==> config.mk <==
export PLATFORM = sky130hd
export DESIGN_NAME = seven_seg_readback
export DESIGN_NICKNAME = d
export VERILOG_FILES = /design/src/rtl/seven_seg_pkg.sv /design/src/rtl/seven_seg_glyph_decode.sv /design/src/rtl/seven_seg_readback.sv
export SDC_FILE = /design/constraint.sdc
export NUM_CORES = 1
export LEC_CHECK = 0
export CORE_AREA = 2 2 79 81
export CTS_CLUSTER_SIZE = 24
export DETAILED_ROUTE_END_ITERATION = 6
export DIE_AREA = 0 0 81 83
export GPL_TIMING_DRIVEN = 0
export PLACE_DENSITY = 0.7
export SYNTH_ARGS = -nofsm -noshare
export SYNTH_HDL_FRONTEND = slang
export SYNTH_SLANG_ARGS = --single-unit
==> constraint.sdc <==
create_clock -name clk -period 2.2 [get_ports clk]
set_input_delay 0.33 -clock clk [delete_from_list [all_inputs] [get_ports clk]]
set_output_delay 0.33 -clock clk [all_outputs]
set_load 0.1 [all_outputs]
==> src/rtl/seven_seg_pkg.sv <==
// Shared constants and glyph decode helper for the 7-segment readback block.
// Segment bit order is a..g in [0..6], decimal point in [7].
package seven_seg_pkg;

  typedef enum int unsigned {
    SEG_A  = 0,
    SEG_B  = 1,
    SEG_C  = 2,
    SEG_D  = 3,
    SEG_E  = 4,
    SEG_F  = 5,
    SEG_G  = 6,
    SEG_DP = 7
  } seg_bit_e;

  // Lit-high gfedcba patterns of the sixteen hex glyphs.
  localparam logic [6:0] GLYPH_0 = 7'h3F;
  localparam logic [6:0] GLYPH_1 = 7'h06;
  localparam logic [6:0] GLYPH_2 = 7'h5B;
  localparam logic [6:0] GLYPH_3 = 7'h4F;
  localparam logic [6:0] GLYPH_4 = 7'h66;
  localparam logic [6:0] GLYPH_5 = 7'h6D;
  localparam logic [6:0] GLYPH_6 = 7'h7D;
  localparam logic [6:0] GLYPH_7 = 7'h07;
  localparam logic [6:0] GLYPH_8 = 7'h7F;
  localparam logic [6:0] GLYPH_9 = 7'h6F;
  localparam logic [6:0] GLYPH_A = 7'h77;
  localparam logic [6:0] GLYPH_B = 7'h7C;
  localparam logic [6:0] GLYPH_C = 7'h39;
  localparam logic [6:0] GLYPH_D = 7'h5E;
  localparam logic [6:0] GLYPH_E = 7'h79;
  localparam logic [6:0] GLYPH_F = 7'h71;
  localparam logic [6:0] SEG_BLANK = 7'h00;

  typedef struct packed {
    logic       legal;
    logic       blank;
    logic [3:0] hex;
  } glyph_info_t;

  function automatic glyph_info_t glyph_to_hex(input logic [6:0] lit);
    glyph_info_t info;
    info.legal = 1'b1;
    info.blank = (lit == SEG_BLANK);
    info.hex   = 4'h0;
    case (lit)
      GLYPH_0: info.hex = 4'h0;
      GLYPH_1: info.hex = 4'h1;
      GLYPH_2: info.hex = 4'h2;
      GLYPH_3: info.hex = 4'h3;
      GLYPH_4: info.hex = 4'h4;
      GLYPH_5: info.hex = 4'h5;
      GLYPH_6: info.hex = 4'h6;
      GLYPH_7: info.hex = 4'h7;
      GLYPH_8: info.hex = 4'h8;
      GLYPH_9: info.hex = 4'h9;
      GLYPH_A: info.hex = 4'hA;
      GLYPH_B: info.hex = 4'hB;
      GLYPH_C: info.hex = 4'hC;
      GLYPH_D: info.hex = 4'hD;
      GLYPH_E: info.hex = 4'hE;
      GLYPH_F: info.hex = 4'hF;
      default: info.legal = 1'b0;
    endcase
    return info;
  endfunction

endpackage

==> src/rtl/seven_seg_glyph_decode.sv <==
// Combinational lit-pattern to hex decoder; flags legal glyphs and the blank pattern.
module seven_seg_glyph_decode
  import seven_seg_pkg::*;
(
  input  logic [6:0] lit_i,
  output logic       legal_o,
  output logic       blank_o,
  output logic [3:0] hex_o
);

  assign {legal_o, blank_o, hex_o} = glyph_to_hex(lit_i);

endmodule

==> src/rtl/seven_seg_readback.sv <==
// Reads a multiplexed active-low 7-segment drive back into per-digit hex values.
// Optional SEVEN_SEG_DP_CAPTURE_EN adds a per-digit decimal-point capture port (dp).
module seven_seg_readback
  import seven_seg_pkg::*;
#(
  parameter int NUM_DIGITS    = 4,
  parameter int STABLE_CYCLES = 16
) (
  input  logic                          clk,
  input  logic                          rst_n,
  input  logic [7:0]                    seg_n,
  input  logic [NUM_DIGITS-1:0]         an_n,
  input  logic                          clr,
  output logic [4*NUM_DIGITS-1:0]       digits,
  output logic [NUM_DIGITS-1:0]         digit_valid,
  output logic                          upd,
  output logic [$clog2(NUM_DIGITS)-1:0] upd_idx,
  output logic                          pat_err,
  output logic                          an_err
`ifdef SEVEN_SEG_DP_CAPTURE_EN
  ,
  output logic [NUM_DIGITS-1:0]         dp
`endif
);

  localparam int CNT_W = $clog2(STABLE_CYCLES + 1);
  localparam int LOW_W = $clog2(NUM_DIGITS + 1);
  localparam int IDX_W = $clog2(NUM_DIGITS);

  logic [7:0]                 seg_q, prev_seg_q;
  logic [NUM_DIGITS-1:0]      an_q, prev_an_q;
  logic [CNT_W-1:0]           cnt_q, cnt_d;
  logic                       upd_q;
  logic [IDX_W-1:0]           idx_q, idx_d;
  logic [NUM_DIGITS-1:0][3:0] digits_q, digits_d;
  logic [NUM_DIGITS-1:0]      valid_q, valid_d;
  logic                       pat_err_q, pat_err_d;
  logic                       an_err_q, an_err_d;

  logic [LOW_W-1:0] low_cnt;
  logic [IDX_W-1:0] commit_idx;
  logic             same, commit, pat_set;
  logic             dec_legal, dec_blank;
  logic [3:0]       dec_hex;

  // The committed pattern is the previous sample: it closed the stable run.
  seven_seg_glyph_decode u_decode (
    .lit_i   (~prev_seg_q[SEG_G:SEG_A]),
    .legal_o (dec_legal),
    .blank_o (dec_blank),
    .hex_o   (dec_hex)
  );

  // NOTE: every signal written here gets a default first so no latch is inferred.
  always_comb begin
    low_cnt    = '0;
    commit_idx = '0;
    for (int i = 0; i < NUM_DIGITS; i++) begin
      low_cnt = low_cnt + LOW_W'(!an_q[i]);
      if (!prev_an_q[i]) commit_idx = IDX_W'(i);
    end

    same   = ({seg_q, an_q} == {prev_seg_q, prev_an_q});
    commit = (cnt_q == CNT_W'(STABLE_CYCLES - 1));

    if (same && (low_cnt == LOW_W'(1))) begin
      cnt_d = (cnt_q == CNT_W'(STABLE_CYCLES)) ? cnt_q : cnt_q + CNT_W'(1);
    end else begin
      cnt_d = '0;
    end

    digits_d = digits_q;
    valid_d  = valid_q;
    idx_d    = idx_q;
    pat_set  = 1'b0;
    if (commit) begin
      idx_d               = commit_idx;
      valid_d[commit_idx] = dec_legal;
      if (dec_legal) digits_d[commit_idx] = dec_hex;
      else if (!dec_blank) pat_set = 1'b1;
    end

    // A set event in the same cycle as clr keeps the flag raised.
    pat_err_d = pat_set | (pat_err_q & ~clr);
    an_err_d  = (low_cnt > LOW_W'(1)) | (an_err_q & ~clr);
  end

  // NOTE: sequential state uses non-blocking assignments so all registers update together.
  always_ff @(posedge clk or negedge rst_n) begin
    if (!rst_n) begin
      seg_q      <= '1;
      an_q       <= '1;
      prev_seg_q <= '1;
      prev_an_q  <= '1;
      cnt_q      <= '0;
      upd_q      <= 1'b0;
      idx_q      <= '0;
      digits_q   <= '0;
      valid_q    <= '0;
      pat_err_q  <= 1'b0;
      an_err_q   <= 1'b0;
    end else begin
      seg_q      <= seg_n;
      an_q       <= an_n;
      prev_seg_q <= seg_q;
      prev_an_q  <= an_q;
      cnt_q      <= cnt_d;
      upd_q      <= commit;
      idx_q      <= idx_d;
      digits_q   <= digits_d;
      valid_q    <= valid_d;
      pat_err_q  <= pat_err_d;
      an_err_q   <= an_err_d;
    end
  end

`ifdef SEVEN_SEG_DP_CAPTURE_EN
  logic [NUM_DIGITS-1:0] dp_q;

  always_ff @(posedge clk or negedge rst_n) begin
    if (!rst_n) begin
      dp_q <= '0;
    end else if (commit) begin
      dp_q[commit_idx] <= ~prev_seg_q[SEG_DP];
    end
  end

  assign dp = dp_q;
`endif

  assign digits      = digits_q;
  assign digit_valid = valid_q;
  assign upd         = upd_q;
  assign upd_idx     = idx_q;
  assign pat_err     = pat_err_q;
  assign an_err      = an_err_q;

endmodule

==> impl_metrics.toml <==
[outcome]
status = "completed"

[sta]
hold_violations = 0
timing.final.ws_setup_ns = 0.0390
fmax_ghz = 0.463
rsz0062_at_grt = "true"
skew_ns = 0.0102
slew_violations = 0
period_minus_slack_ns = 2.16
worst_pin_slew_ns = 0.977
setup_viol_count_final = 0
maxSlewHeadroom_pct = 34.7
period_share_pct = 98.2

[clock_tree]
clk_pin_slew_ns = 0.10
root_buffer = "clkbuf_8"
clock_latency_ns = 0.31
h-tree-depth = 2
cts_tree = "yes"
cts_buffer_depth = 2
clkSinkCount = 54
cts_buffers = 5
cts_hold_buf = 0

[worst_setup_path]
rr_startpoint = "an_q[1]"
reg2regPathDepth = 9
cp-end-kind = "output port"
max_stage_delay_ns = 1.14
path_cells = "clkdlybuf4s50_1"
worst-path-buf-inv = 1
critical_path_class = "flip-flop to output port"
cp_max_fo = 2
ff2ff_setup_slack_ns = 0.07
start_kind = "flip-flop"
startpoint = "digits[13]"
rr_endpoint = "cnt_q[4]"
required_ns = 1.87
cp.arrival_ns = 1.83
slowest_stage = "clkdlybuf4s50_1"
cp_top_family = "buffers and inverters"

[power]
p_leak_nw = 1.41
peakVddDrop_v = 0.000341
p_per_area_nw_per_um2 = 574

[logic_synthesis]
yosys.cell_types.count = 55
yosysWarnings = 0
synthArstFlopShare_pct = 100
syn_inst = 208
synth_edf_count = 0
synthFlopType = "dfrtp_1"
synth_area_sq_um = 2460
synth_seq_cells = 54
syn_avg_cell_area_sq_um = 11.8
ys_seq_area_share_pct = 56.1
synth_nets = 230

[placed_design]
placed_area_sq_um = 2960
place_congestion = 0.809
hpwl_mm = 3.44
dp.cells = 323
io_buffers = 39
dp_slack_ns = -0.125

[floorplanning]
die_area_sq_um = 6720
die_w_um = 81
initial_utilization_pct = 42.4
fp-row-count = 28
ios = 40
core_area_sq_um = 5820
die_y_um = 83

[layout]
finalNetCount = 282
stdcell_area_sq_um = 3130
diodes = 0
drive_gt1_share_pct = 26.1
final_cells = 336
synthToLayoutAreaGrowth_pct = 27.2

[run]
max-cap-violations = 0

[route]
via_count = 1745
ant_nets = 0
drtIter0Drc = 138
drc_errors = 0
wl_per_cell_um = 14.0
wl_mm = 4.71
first_pass_iters = 4
drt-vias-per-instance = 5.19

[global_routing]
gr-total-overflow = 0
grt_usage_pct = 15.2
grt_max_degree = 39
grt_pass1_wl_mm = 7.96
grt_pass1_vias = 1640
antenna_found_initial = 0

[min_path]
hold_class = "input port to asynchronous set/reset pin"
==> Yosys cell counts, drive strengths merged, types with 2 or more instances <==
cell type	number	area share [%]
dfrtp	30	30
dfstp	24	26
inv	14	2.1
a21oi	11	2.2
nor2	10	1.5
xor2	10	3.6
o22a	9	3.2
nand2	7	1.1
xnor2	7	2.5
buf	6	1.8
ha	6	3.0
nand3	6	1.2
nor3	6	1.4
o21ai	6	1.2
a21o	4	1.2
a31oi	4	1.5
nand4	4	1.0
and3	3	0.81
clkbuf	3	1.3
nand2b	3	0.76
nor3b	3	0.91
a22oi	2	0.81
and4bb	2	1.0
nor2b	2	0.51
nor4	2	0.51
o211ai	2	0.61
or2	2	0.51
==> power breakdown <==
part / internal, mW / switching (mW) / total (mW) / leakage (nW)
logic: 0.0854 / 0.0987 / 0.184 / 0.696
clock network: 0.225 / 0.331 / 0.556 / 0.0483
registers: 1.04 / 0.0241 / 1.06 / 0.668
total: 1.35 / 0.454 / 1.80 / 1.41
==> metrics by stage <==
step / TNS (ns) / power, mW / hold slack [ns] / utilization [%]
2_1_floorplan: 0 / 1.17 / 0.0344 / -
3_3_place_gp: -28.60 / 1.24 / 0.362 / 50.7
3_5_place_dp: -0.267 / 1.25 / 0.362 / 50.9
4_1_cts: 0 / 1.82 / 0.237 / 53.0
5_1_grt: -0.172 / 1.90 / 0.266 / 53.9
6_report: 0 / 1.80 / 0.216 / 53.9
==> timing repair <==
| item | in CTS | in global routing |
|---|---|---|
| pin swaps | 3 | 7 |
| buffers inserted | 3 | 3 |
| gates resized for setup | 2 | 11 |
| setup endpoints to repair | 5 | 16 |
==> per-layer routing <==
metal,up-vias,track usage (%),share of wire [%]
li1,842,-,-
met1,852,21.4,46
met2,47,23.5,48
met3,4,3.37,4.5
met4,0,4.16,0.96
met5,-,0,0
==> registers in the layout, summed over array words and instances (netlist names) <==
name,cells
upd,1
digit_valid,4
prev_an_q,4
upd_idx,2
an_q,4
prev_seg_q,8
an_err,1
digits,16
seg_q,8
pat_err,1
cnt_q,5
==> placed cells by master, fill, tap and decap left out, types with 4 or more instances in the layout <==
master	synthesis	layout
a21o_1	4	4
xnor2_1	7	7
dfstp_2	24	24
nand3_1	6	6
inv_1	14	13
a21oi_1	11	10
o22a_1	9	9
nor3_1	5	4
nand2_1	7	7
o21ai_0	5	5
clkbuf_8	2	7
dlymetal6s2s_1	0	6
ha_1	6	4
xor2_1	10	10
clkdlybuf4s50_1	0	32
dfrtp_1	30	30
nand4_1	4	4
buf_4	3	9
nor2_1	10	8
==> logic make-up (layout without fill, tap and decap cells) <==
group,Yosys count,after routing,synth area share (%)
muxes,1,1,0.406
adders and majority gates,7,7,3.86
and+or+nand+nor,59,59,14.5
xor gates and xnor gates,17,17,6.04
buffers and inverters,23,76,5.23
AOI/OAI and AO/OA,47,47,13.9
DFF,54,54,56.1
==> how the worst max path moves through the flow <==
stage / to / slack, ns / cells past startpoint
3_3_place_gp: cnt_q[1] / -0.78 / 1
3_5_place_dp: cnt_q[2] / -0.12 / 8
2_1_floorplan: cnt_q[2] / 0.12 / 8
6_report: digits[13] / 0.04 / 1
5_1_grt: cnt_q[0] / -0.04 / 9
4_1_cts: cnt_q[0] / 0.005 / 9
==> final cells by class <==
cell class | instances | area, sq um
Clock inverter | 3 | 18.8
Fill cell | 528 | 2680
Inverter | 14 | 52.6
Tap cell | 75 | 93.8
Timing Repair Buffer | 46 | 465
Clock buffer | 5 | 68.8
Sequential cell | 54 | 1380
Multi-Input combinational cell | 131 | 982
Buffer | 8 | 71.3
No activity file was read; power rests on OpenSTA's default activity.
